===== config.mk =====
export PLATFORM = sky130hd
export DESIGN_NAME = logic_unit_acc
export DESIGN_NICKNAME = d
export VERILOG_FILES = /design/src/rtl/logic_unit_acc.sv
export SDC_FILE = /design/constraint.sdc
export NUM_CORES = 1
export LEC_CHECK = 0
export CELL_PAD_IN_SITES_DETAIL_PLACEMENT = 0
export CELL_PAD_IN_SITES_GLOBAL_PLACEMENT = 1
export CORE_UTILIZATION = 39
export DETAILED_ROUTE_END_ITERATION = 16
export HOLD_SLACK_MARGIN = 0.02
export PLACE_DENSITY = 0.8
export SLEW_MARGIN = 30
export SYNTH_ARGS = -nofsm -noshare
export SYNTH_HDL_FRONTEND = slang
export SYNTH_SLANG_ARGS = --single-unit

===== constraint.sdc =====
create_clock -name clk -period 3.3 [get_ports clk]
set_clock_uncertainty 0.1 [all_clocks]
set_input_delay 0.99 -clock clk [delete_from_list [all_inputs] [get_ports clk]]
set_output_delay 0.99 -clock clk [all_outputs]
set_load 0.005 [all_outputs]

===== src/rtl/logic_unit_acc.sv =====
// logic_unit_acc: registered bitwise logic unit with pairwise and multi-beat
// accumulate (reduction) modes on valid/ready operand and result streams.
module logic_unit_acc #(
    parameter int unsigned WIDTH = 8,
    parameter int unsigned CNT_W = 8
) (
    input  logic             clk,
    input  logic             rst_n,
    input  logic             in_valid,
    output logic             in_ready,
    input  logic [WIDTH-1:0] A,
    input  logic [WIDTH-1:0] B,
    input  logic [2:0]       OP,
    input  logic             MODE,
    input  logic             LAST,
    output logic             out_valid,
    input  logic             out_ready,
    output logic [WIDTH-1:0] Y,
    output logic             ZERO,
    output logic             ONES,
    output logic [CNT_W-1:0] CNT
);

    localparam logic [0:0]       stIdle  = 1'b0;
    localparam logic [0:0]       stAccum = 1'b1;
    localparam logic [1:0]       opPass  = 2'b11;
    localparam logic [CNT_W-1:0] cntOne  = CNT_W'(1);
    localparam logic [CNT_W-1:0] cntMax  = {CNT_W{1'b1}};

    // Base two-operand function selected by OP[1:0]
    function automatic logic [WIDTH-1:0] baseFn(input logic [1:0]       op,
                                                input logic [WIDTH-1:0] x,
                                                input logic [WIDTH-1:0] y);
        case (op)
            2'b00:   baseFn = x & y;
            2'b01:   baseFn = x | y;
            2'b10:   baseFn = x ^ y;
            default: baseFn = x;
        endcase
    endfunction

    logic [0:0]       state, stateNext;
    logic [WIDTH-1:0] acc, accNext;
    logic [CNT_W-1:0] cnt, cntNext;
    logic [2:0]       opLatch, opNext;
    logic             modeLatch, modeNext;
    logic             outValidReg, outValidNext;
    logic [WIDTH-1:0] yReg, resNext;
    logic             zeroReg, onesReg;
    logic [CNT_W-1:0] cntOutReg, cntOutNext;
    logic             loadOut;
    logic             accept;
    logic [WIDTH-1:0] pairNow, pairLatched, accumRes;
    logic [CNT_W-1:0] cntInc;

    assign in_ready  = !outValidReg || out_ready;
    assign accept    = in_valid && in_ready;
    assign out_valid = outValidReg;
    assign Y         = yReg;
    assign ZERO      = zeroReg;
    assign ONES      = onesReg;
    assign CNT       = cntOutReg;

    // First beat uses the live OP; later beats of a packet use the latched one
    assign pairNow     = baseFn(OP[1:0], A, B);
    assign pairLatched = baseFn(opLatch[1:0], A, B);
    assign accumRes    = (opLatch[1:0] == opPass) ? A : baseFn(opLatch[1:0], acc, pairLatched);
    assign cntInc      = (cnt == cntMax) ? cnt : cnt + cntOne;

    // Next-state, accumulator and result-load decisions
    always_comb begin
        stateNext  = state;
        accNext    = acc;
        cntNext    = cnt;
        opNext     = opLatch;
        modeNext   = modeLatch;
        loadOut    = 1'b0;
        resNext    = yReg;
        cntOutNext = cntOutReg;
        if (accept) begin
            if (state == stIdle) begin
                if (!MODE || LAST) begin
                    // Pairwise beat or single-beat packet
                    loadOut    = 1'b1;
                    resNext    = pairNow ^ {WIDTH{OP[2]}};
                    cntOutNext = cntOne;
                end else begin
                    accNext   = pairNow;
                    cntNext   = cntOne;
                    opNext    = OP;
                    modeNext  = MODE;
                    stateNext = stAccum;
                end
            end else begin
                cntNext = cntInc;
                if (LAST) begin
                    loadOut    = 1'b1;
                    resNext    = accumRes ^ {WIDTH{opLatch[2]}};
                    cntOutNext = cntInc;
                    stateNext  = stIdle;
                end else begin
                    accNext = accumRes;
                end
            end
        end
        // A load in the same cycle as a consume keeps the result valid
        outValidNext = loadOut || (outValidReg && !out_ready);
    end

    // Packet state: FSM, accumulator, beat counter and latched controls
    always_ff @(posedge clk or negedge rst_n) begin
        if (!rst_n) begin
            state     <= stIdle;
            acc       <= '0;
            cnt       <= '0;
            opLatch   <= '0;
            modeLatch <= 1'b0;
        end else begin
            state     <= stateNext;
            acc       <= accNext;
            cnt       <= cntNext;
            opLatch   <= opNext;
            modeLatch <= modeNext;
        end
    end

    // Output register; flags derive from the value being loaded, not the old Y
    always_ff @(posedge clk or negedge rst_n) begin
        if (!rst_n) begin
            outValidReg <= 1'b0;
            yReg        <= '0;
            zeroReg     <= 1'b0;
            onesReg     <= 1'b0;
            cntOutReg   <= '0;
        end else begin
            outValidReg <= outValidNext;
            if (loadOut) begin
                yReg      <= resNext;
                zeroReg   <= (resNext == {WIDTH{1'b0}});
                onesReg   <= (resNext == {WIDTH{1'b1}});
                cntOutReg <= cntOutNext;
            end
        end
    end

endmodule


==> results of run 1 <==
[kinds of logic (layout without fill, tap and decap cells)]
logic type	Yosys count	count (layout)	synth area share, %
buffers and inverters	76	173	9.19
adders and majority gates	33	33	12.5
muxes	31	31	16.4
DFF	39	39	29.5
AOI/OAI and AO/OA	80	80	15.6
and+or+nand+nor	86	86	11.5
xor gates and xnor gates	19	19	5.26
[area by class of cell]
type	instances	share of cell area, %
repair buffers	108	20.2
inverters	57	5.09
well taps	105	2.83
multi-input cells	249	48.6
clock buffers	7	2.08
clock inverters	1	0.162
flip-flops and latches	39	21.0
[power by group through the flow]
stage	Clock [uW]	Combinational, uW	Sequential, uW
after floorplan	0	856	722
after global placement	0	1270	770
after detailed placement	0	1310	773
after CTS	382	1470	773
after global routing	398	1650	798
final	371	1490	775
[worst paths after layout]
check / startpoint / cells after the start / to
worst max-delay path: A[6] / 12 / ZERO
worst min-delay path: CNT[5] / 2 / CNT[5]
worst max register to register: opLatch[0] / 12 / ONES
worst min register to register: CNT[5] / 2 / CNT[5]
max in group asynchronous: rst_n / 1 / Y[3]
min in group asynchronous: rst_n / 1 / cnt[7]
[through the flow]
step	setup slack, ps	instances	instance area [sq um]
final	-313	566	4640
after detailed placement	-1330	549	4220
after floorplan	-520	364	3330
after CTS	-347	566	4600
after global placement	-1290	549	4220
after global routing	-456	566	4640
[per-layer routing]
metal	share of wire (%)	GRT usage [%]	vias to the layer above
met2	51	36.9	61
li1	-	-	1438
met3	3.0	2.27	6
met1	45	25.9	1442
met5	0	0	-
met4	1.1	4.10	0
[layout by cell type, fill, tap and decap left out, types with 6 or more instances in the layout]
cell type,count
a21o_1,6
a21oi_1,13
and3_1,6
buf_4,63
buf_6,7
clkbuf_8,7
clkdlybuf4s50_1,26
dfrtp_1,39
ha_1,21
ha_4,11
inv_1,40
inv_2,12
mux2i_1,9
mux4_2,18
nand2_1,31
nand3_1,6
nor2_1,26
o21ai_0,24
xnor2_1,11
[critical path, delay by kind of cell]
family          cells  cell delay, ps
mux                 2             960
simple gates        2             730
buf+inv             3             230
compound gates      2             270
fa+ha+maj           2             380
xor+xnor            1             150
[sequential cells by signal, indices dropped and copies added (netlist names)]
name       count
CNT            8
Y              8
acc            8
cnt            8
opLatch        3
ONES           1
ZERO           1
out_valid      1
state          1
[what timing repair did]
action                                  CTS  global route
resized for setup                       119            13
endpoints found under the setup margin   12             5
pin swaps                                40            14
setup buffers                            10             0
==> results.py, run 1 <==
metrics = {
    "status": {
        "status": "finished with violations",
        "violations": "setup timing",
    },
    "sta": {
        "fmax_mhz": 277,
        "min_period_over_period_pct": 109,
        "fin_crit_ps": 3610,
        "rsz0062_at_grt": "yes",
        "tightest_slew_ps": 643,
        "timing.final.ws_setup_ps": -313,
        "setup_tns_ps": -564,
        "max_slew_margin_pct": 57.1,
        "hold_violations": 0,
        "setup_viol": 2,
        "hold_slack_ps": 382,
        "final_max_slew_viol_count": 0,
    },
    "cells_and_area": {
        "fin_util_pct": 56.5,
        "antennaDiodeCount": 0,
        "layout-drive-gt1-share_pct": 34.9,
        "finalNetCount": 518,
        "final-seq-area_sq_um": 976,
        "syn_to_final_growth_pct": 40.3,
        "multiInputGateArea_sq_um": 2260,
        "fillers": 758,
    },
    "clocking": {
        "htreeDepth": 2,
        "clockBufferDepth": 2,
        "hold_buffers": 0,
        "numCtsBuffers": 5,
        "clk_latency_ps": 290,
        "cts_tree": "yes",
        "cts_root_buf": "clkbuf_8",
        "cts.sinks": 39,
        "clkSlewWorstSetupHoldPaths_ps": 90,
    },
    "drt": {
        "first_pass_iters": 4,
        "viasPerCell": 5.21,
        "wl_per_cell_microns": 14.5,
        "route.detailed.drc": 0,
        "detail-route-antenna-nets": 0,
        "num_vias": 2947,
        "drt_iter0_drc": 69,
        "wl_microns": 8230,
    },
    "logic_synthesis": {
        "yosysMostFrequentCell": "inv_1",
        "yosysWarnings": 0,
        "synth_seq_area_share_pct": 29.5,
        "synth_cell_types": 48,
        "synthFlopType": "dfrtp_1",
        "ys_ff_latch": 39,
        "avgSynthCellArea_sq_um": 9.09,
        "async_reset_ff_share_pct": 100,
        "synth_commonest_cells": "inv_1, dfrtp_1, ha_1",
        "yosysTopAreaCell": "dfrtp_1",
        "syn-cell-area_sq_um": 3310,
        "synth_top_area_share_pct": 29.5,
        "synth_fp_nets": 422,
        "yosys-top-cells-area": "dfrtp_1, ha_1, mux4_2",
        "syn_inst": 364,
        "synth_edf_count": 0,
    },
    "die": {
        "die_w_microns": 94.1,
        "die_h_microns": 94.1,
        "num_io_pins": 45,
        "rows": 33,
        "core-area_sq_um": 8220,
        "start_util_pct": 40.3,
        "dieArea_sq_um": 8860,
    },
    "place": {
        "gp_congestion": 0.841,
        "hpwl_microns": 6250,
        "place.port_buffers": 44,
    },
    "worst_setup_path": {
        "cp-start-kind": "primary input",
        "worstPathRequired_ps": 3410,
        "worstPathArrival_ps": 3720,
        "end_kind": "register",
        "cp_cell_sequence": "buf_8, inv_4, ha_4, mux4_2, inv_2, ha_4, mux4_2, xnor2_2, o21ai_2, or4_1, or3_4, o31ai_2",
        "slowest_stage": "mux4_2",
        "critPathKind": "in2reg",
        "critPathMaxStageDelay_ps": 490,
        "rrSetupSlack_ps": -80,
        "cp_max_fo": 5,
    },
    "power": {
        "switchingPower_uw": 994,
        "p_per_area_nw_per_um2": 567,
        "ir_drop_mv": 0.182,
        "power_uw": 2630,
        "p_int_uw": 1640,
        "p_leak_uw": 0.00218,
        "clock_power_share_pct": 14.1,
        "seqPwrFrac_pct": 29.5,
        "swShare_pct": 37.8,
        "pwr-share-comb_pct": 56.4,
    },
    "global_route": {
        "grt_pass1_wl_microns": 14000,
        "grt_start_max_net_pins": 40,
        "gr-total-overflow": 0,
        "grt_use_total_pct": 20.3,
        "antenna_found_initial": 0,
        "grt_pass1_vias": 2956,
    },
    "min_path": {
        "hold_path.class": "reg2reg",
    },
    "run": {
        "max_cap_viol_count": 0,
    },
}
No activity file was read; power rests on OpenSTA's default activity.
==> run 2, diff against run 1 <==
--- a/config.mk
+++ b/config.mk
@@ -5,11 +5,12 @@
 export SDC_FILE = /design/constraint.sdc
 export NUM_CORES = 1
 export LEC_CHECK = 0
+export ABC_AREA = 1
 export CELL_PAD_IN_SITES_DETAIL_PLACEMENT = 0
 export CELL_PAD_IN_SITES_GLOBAL_PLACEMENT = 1
-export CORE_UTILIZATION = 39
+export CORE_UTILIZATION = 36
 export DETAILED_ROUTE_END_ITERATION = 16
-export HOLD_SLACK_MARGIN = 0.02
+export HOLD_SLACK_MARGIN = 0.06
 export PLACE_DENSITY = 0.8
 export SLEW_MARGIN = 30
 export SYNTH_ARGS = -nofsm -noshare
==> run 2 against run 1 <==
Fmax increased by 14%. Via count increased by 27%. Synthesized cell count increased by 50%. Synthesized area increased by 6.0%. Sequential share of layout area about the same. The flow now finishes without violations. Largest power group unchanged. Register-to-register slack improved by 630 ps. Critical path depth decreased by 8. First-iteration DRC count increased to 3.3 times the previous value. Final cell count increased by 33%. Worst setup slack improved by 450 ps.
==> results.py, run 2 <==
metrics = {
    "status": {
        "status": "finished, final reports clean",
    },
    "cells_and_area": {
        "finalNetCount": 681,
        "final-seq-area_sq_um": 976,
        "multiInputGateArea_sq_um": 2300,
        "layout-drive-gt1-share_pct": 18.4,
        "fin_util_pct": 49.7,
        "syn_to_final_growth_pct": 32.3,
        "layout_commonest_cell": "nand2_1",
        "most-common-layout-cells": "nand2_1, inv_1, nand3_1",
        "fillers": 920,
        "antennaDiodeCount": 0,
    },
    "place": {
        "place.port_buffers": 44,
        "gp_congestion": 0.845,
        "hpwl_microns": 7470,
        "dpl_worst_slack_ps": -403,
    },
    "worst_setup_path": {
        "rr_worst_depth": 17,
        "cp_cell_sequence": "clkdlybuf4s50_1, inv_1, nand2_1, clkdlybuf4s50_1",
        "cpMostUsedCell": "clkdlybuf4s50_1",
        "reg2reg_to": "ZERO",
        "cpLargestDelayFamily": "buffers and inverters",
        "cp.buffers_inverters": 3,
        "cp-start-kind": "primary input",
        "worstPathArrival_ps": 2070,
        "end_kind": "output pin",
        "timing.rr.start": "opLatch[0]",
        "slowest_stage": "clkdlybuf4s50_1",
        "cp_max_fo": 3,
        "critPathMaxStageDelay_ps": 510,
        "critPathKind": "in2out",
        "worstPathRequired_ps": 2210,
        "rrSetupSlack_ps": 550,
    },
    "sta": {
        "max_slew_margin_pct": 62.5,
        "tightest_slew_ps": 560,
        "rsz0062_at_grt": "no",
        "fin_crit_ps": 3160,
        "fmax_mhz": 316,
        "min_period_over_period_pct": 95.8,
        "setup_viol": 0,
        "final_max_slew_viol_count": 0,
        "timing.final.ws_setup_ps": 139,
        "hold_violations": 0,
    },
    "power": {
        "power_uw": 2400,
        "p_per_area_nw_per_um2": 518,
        "p_leak_uw": 0.00245,
        "ir_drop_mv": 0.276,
    },
    "drt": {
        "viasPerCell": 4.95,
        "detail-route-antenna-nets": 0,
        "drt_iter0_drc": 228,
        "wl_per_cell_microns": 13.2,
        "wl_microns": 9930,
        "first_pass_iters": 4,
        "route.detailed.drc": 0,
        "num_vias": 3728,
    },
    "die": {
        "core-area_sq_um": 9330,
        "die_w_microns": 101,
        "dieArea_sq_um": 10100,
        "num_io_pins": 45,
        "die_h_microns": 101,
        "start_util_pct": 37.6,
        "rows": 35,
    },
    "logic_synthesis": {
        "ys_ff_latch": 39,
        "yosysTopAreaCell": "dfrtp_1",
        "async_reset_ff_share_pct": 100,
        "yosys-top-cells-area": "dfrtp_1, nand2_1, ha_1",
        "synth_seq_area_share_pct": 27.8,
        "yosysMostFrequentCell": "nand2_1",
        "yosysWarnings": 0,
        "syn-cell-area_sq_um": 3510,
        "synthFlopType": "dfrtp_1",
        "synth_commonest_cells": "nand2_1, inv_1, nand3_1",
        "synth_fp_nets": 605,
        "synth_cell_types": 30,
        "synth_top_area_share_pct": 27.8,
        "avgSynthCellArea_sq_um": 6.41,
        "syn_inst": 547,
        "synth_edf_count": 0,
    },
    "global_route": {
        "grt_pass1_wl_microns": 16700,
        "grt_use_total_pct": 20.7,
        "gr-total-overflow": 0,
        "grt_start_max_net_pins": 40,
        "antenna_found_initial": 0,
        "grt_pass1_vias": 3645,
    },
    "run": {
        "max_cap_viol_count": 0,
    },
    "clocking": {
        "cts.sinks": 39,
        "cts_tree": "yes",
        "htreeDepth": 2,
        "clockBufferDepth": 2,
        "clk_latency_ps": 300,
        "cts_root_buf": "clkbuf_8",
        "clkSlewWorstSetupHoldPaths_ps": 90,
        "numCtsBuffers": 5,
    },
    "min_path": {
        "holdPathStages": 2,
        "hold_start": "CNT[5]",
        "hold_end": "CNT[5]",
        "hold_path.class": "reg2reg",
    },
}
run 2: worst max-delay path by stage:
stage | from | to | slack [ps] | depth (start not counted)
5_1_grt | out_ready | in_ready | 90 | 4
2_1_floorplan | A[5] | ONES | 430 | 19
4_1_cts | A[3] | ZERO | -1 | 18
3_5_place_dp | A[3] | ZERO | -400 | 18
3_3_place_gp | A[3] | ZERO | -360 | 18
6_report | out_ready | in_ready | 140 | 4
run 2: routing by layer:
layer / track usage, % / part of all wire, % / vias to the layer above
li1: - / - / 1897
met1: 27.4 / 47 / 1765
met2: 35.7 / 49 / 57
met3: 2.70 / 2.9 / 9
met4: 5.13 / 1.0 / 0
met5: 0 / 0 / -
run 2: cells by family after synthesis:
group | after synthesis | synth area share (%)
compound gates | 89 | 13.3
fa+ha+maj | 33 | 11.8
buf+inv | 96 | 12.0
flops | 39 | 27.8
simple gates | 290 | 35.1
run 2: area by class of cell:
| class | instances | area share (%) |
|---|---|---|
| inverter | 80 | 6.50 |
| tap | 129 | 3.48 |
| sequential | 39 | 21.0 |
| timing repair buffer | 85 | 16.9 |
| clock buffer | 5 | 1.48 |
| clock inverter | 3 | 0.944 |
| multi-input combinational | 412 | 49.6 |
run 2: power breakdown:
| group | switching, uW | internal [uW] | leakage [uW] |
|---|---|---|---|
| Combinational | 759 | 543 | 0.00191 |
| Clock | 198 | 226 | 0.0000581 |
| Sequential | 93.3 | 583 | 0.000490 |
| Total | 1050 | 1350 | 0.00245 |
run 2: stage by stage:
| step | hold slack, ps | instance area (sq um) | std cells | setup TNS, ps |
|---|---|---|---|---|
| after global placement | 366 | 4270 | 742 | -1380 |
| after global routing | 417 | 4640 | 753 | 0 |
| after floorplan | 370 | 3510 | 547 | 0 |
| final | 385 | 4640 | 753 | 0 |
| after CTS | 395 | 4420 | 752 | -1.38 |
| after detailed placement | 369 | 4270 | 742 | -2070 |
run 2: repair_timing:
item,in CTS,in global routing
setup buffers,2,1
resized for setup,13,61
pin swaps,14,44
hold buffers,0,0
setup endpoints to repair,2,5
run 2: worst register-to-register path, cell delays in order (launching register included):
cell and delay [ps]:
dfrtp_1 410, buf_4 190, nor2_4 370, nand2_1 140, nand3_2 110, nand2_2 60
ha_1 280, o21ai_1 130, nand3_1 100, nand3_1 110, nand3_2 80, nand2_1 70
nand2_2 60, a21oi_2 140, nand2_1 100, nor2_2 100, nand3_1 80, nand2_1 60
==> edit, RTL diff (settings of run 1) <==
Register the output `CNT` once more, cleared by the reset; this adds one clock of latency there. The other outputs are not delayed to match.
--- a/src/rtl/logic_unit_acc.sv
+++ b/src/rtl/logic_unit_acc.sv
@@ -59,7 +59,13 @@
     assign Y         = yReg;
     assign ZERO      = zeroReg;
     assign ONES      = onesReg;
-    assign CNT       = cntOutReg;
+    always_ff @(posedge clk or negedge rst_n) begin
+        if (!rst_n) begin
+            CNT <= '0;
+        end else begin
+            CNT <= cntOutReg;
+        end
+    end
 
     // First beat uses the live OP; later beats of a packet use the latched one
     assign pairNow     = baseFn(OP[1:0], A, B);
Behaviour: not the same (Yosys sat finds a counterexample within 4 cycles, from zero or initial values and one cycle with rst_n low).
==> edit against run 1 <==
The flow still finishes with violations (negative setup slack). Via count is 0.58% higher. Sequential cell count rose by 8. Cell area rose by 3.0%. Area after synthesis increased by 6.4%. Synthesized cell count up 3.0%. Die area is 6.2% higher. Critical path depth up 2. Fmax up 7.9%. Power increased by 7.0%. Worst setup slack better by 0.27 ns. Combinational power fell by 3%. Routed wire length grew 3.0%. Final cell count is 1.2% higher. Critical path type unchanged. Largest cell class unchanged.
==> edit: results <==
export IMPL_status="finished with violations"
export IMPL_violations="negative setup slack"
export IMPL_reg2reg_slack_ns=0.12
export IMPL_via_per_inst=5.17
export IMPL_p_int_w=0.00179
export IMPL_drive_gt1_frac=0.310
export IMPL_wl_met2_um=4270
export IMPL_dr_pass1_iters=4
export IMPL_synth_adder_area_share=0.117
export IMPL_p_leak_nw=2.21
export IMPL_synth_area_leaders="dfrtp_1 33%, ha_1 12%, mux4_2 7.7%"
export IMPL_arrival_ns=3.48
export IMPL_dp_slack_ns=-0.905
export IMPL_ys_types=52
export IMPL_cts_setup_buffers=8
export IMPL_grt_pass1_vias=3024
export IMPL_synth_mux_area_frac=0.147
export IMPL_clock_latency_ns=0.31
export IMPL_dp_cells=555
export IMPL_min_to="CNT[2]"
export IMPL_synth_compound_area_share=0.150
export IMPL_num_vias=2964
export IMPL_syn_avg_cell_area_um2=9.39
export IMPL_cts_resized=69
export IMPL_whs_ns=0.283
export IMPL_nNetsFinal=522
export IMPL_fin_tns_setup_ns=-0.0931
export IMPL_clkPwrFrac=0.181
export IMPL_wl_um=8470
export IMPL_syn_num_nets=433
export IMPL_finalSetupViolCount=2
export IMPL_drtIter0Drc=106
export IMPL_synth_common_cells="47 x dfrtp_1, 47 x inv_1, 40 x nand2_1"
export IMPL_crit_path_start="A[3]"
export IMPL_synth_xor_area_frac=0.0523
export IMPL_fin_ws_ns=-0.0478
export IMPL_wl_met3_um=297
export IMPL_r2r_cells=11
export IMPL_gp_congestion=0.832
export IMPL_grt_pass1_wl_um=14600
export IMPL_irDropWorstVdd_mv=0.199
export IMPL_wl_met1_um=3790
export IMPL_min_from="cntOutReg[2]"
export IMPL_dp_hpwl_um=6250
export IMPL_powerSeq_w=0.000866
export IMPL_place_area_um2=4440
export IMPL_max_slew_margin=0.506
edit: changes by cell type after synthesis, moves of 4 or more:
| cell | delta |
|---|---|
| and3_1 | -5 |
| mux4_2 | -5 |
| inv_1 | -10 |
| xnor2_1 | -4 |
| dfrtp_1 | +8 |
| buf_2 | +4 |
| o21ai_0 | -4 |
| o21ai_1 | +4 |
| xor2_1 | +7 |
| nand2_1 | +8 |
| o211ai_1 | +6 |
edit: worst max-delay path, delay by kind of cell:
kind	cells	cell delay (ns)
XOR/XNOR	1	0.17
adder cells (fa/ha/maj)	2	0.50
buffers and inverters	3	0.16
AO/OA/AOI/OAI	5	0.71
multiplexers	1	0.49
AND/OR/NAND/NOR	2	0.43
edit: area by class of cell:
class / instances / area, um^2 / area share
clock buffer: 5 / 68.8 / 0.0144
clock inverter: 3 / 67.6 / 0.0141
inverter: 51 / 225 / 0.0471
multi-input combinational: 259 / 2260 / 0.472
sequential: 47 / 1180 / 0.246
tap: 108 / 135 / 0.0283
timing repair buffer: 100 / 851 / 0.178
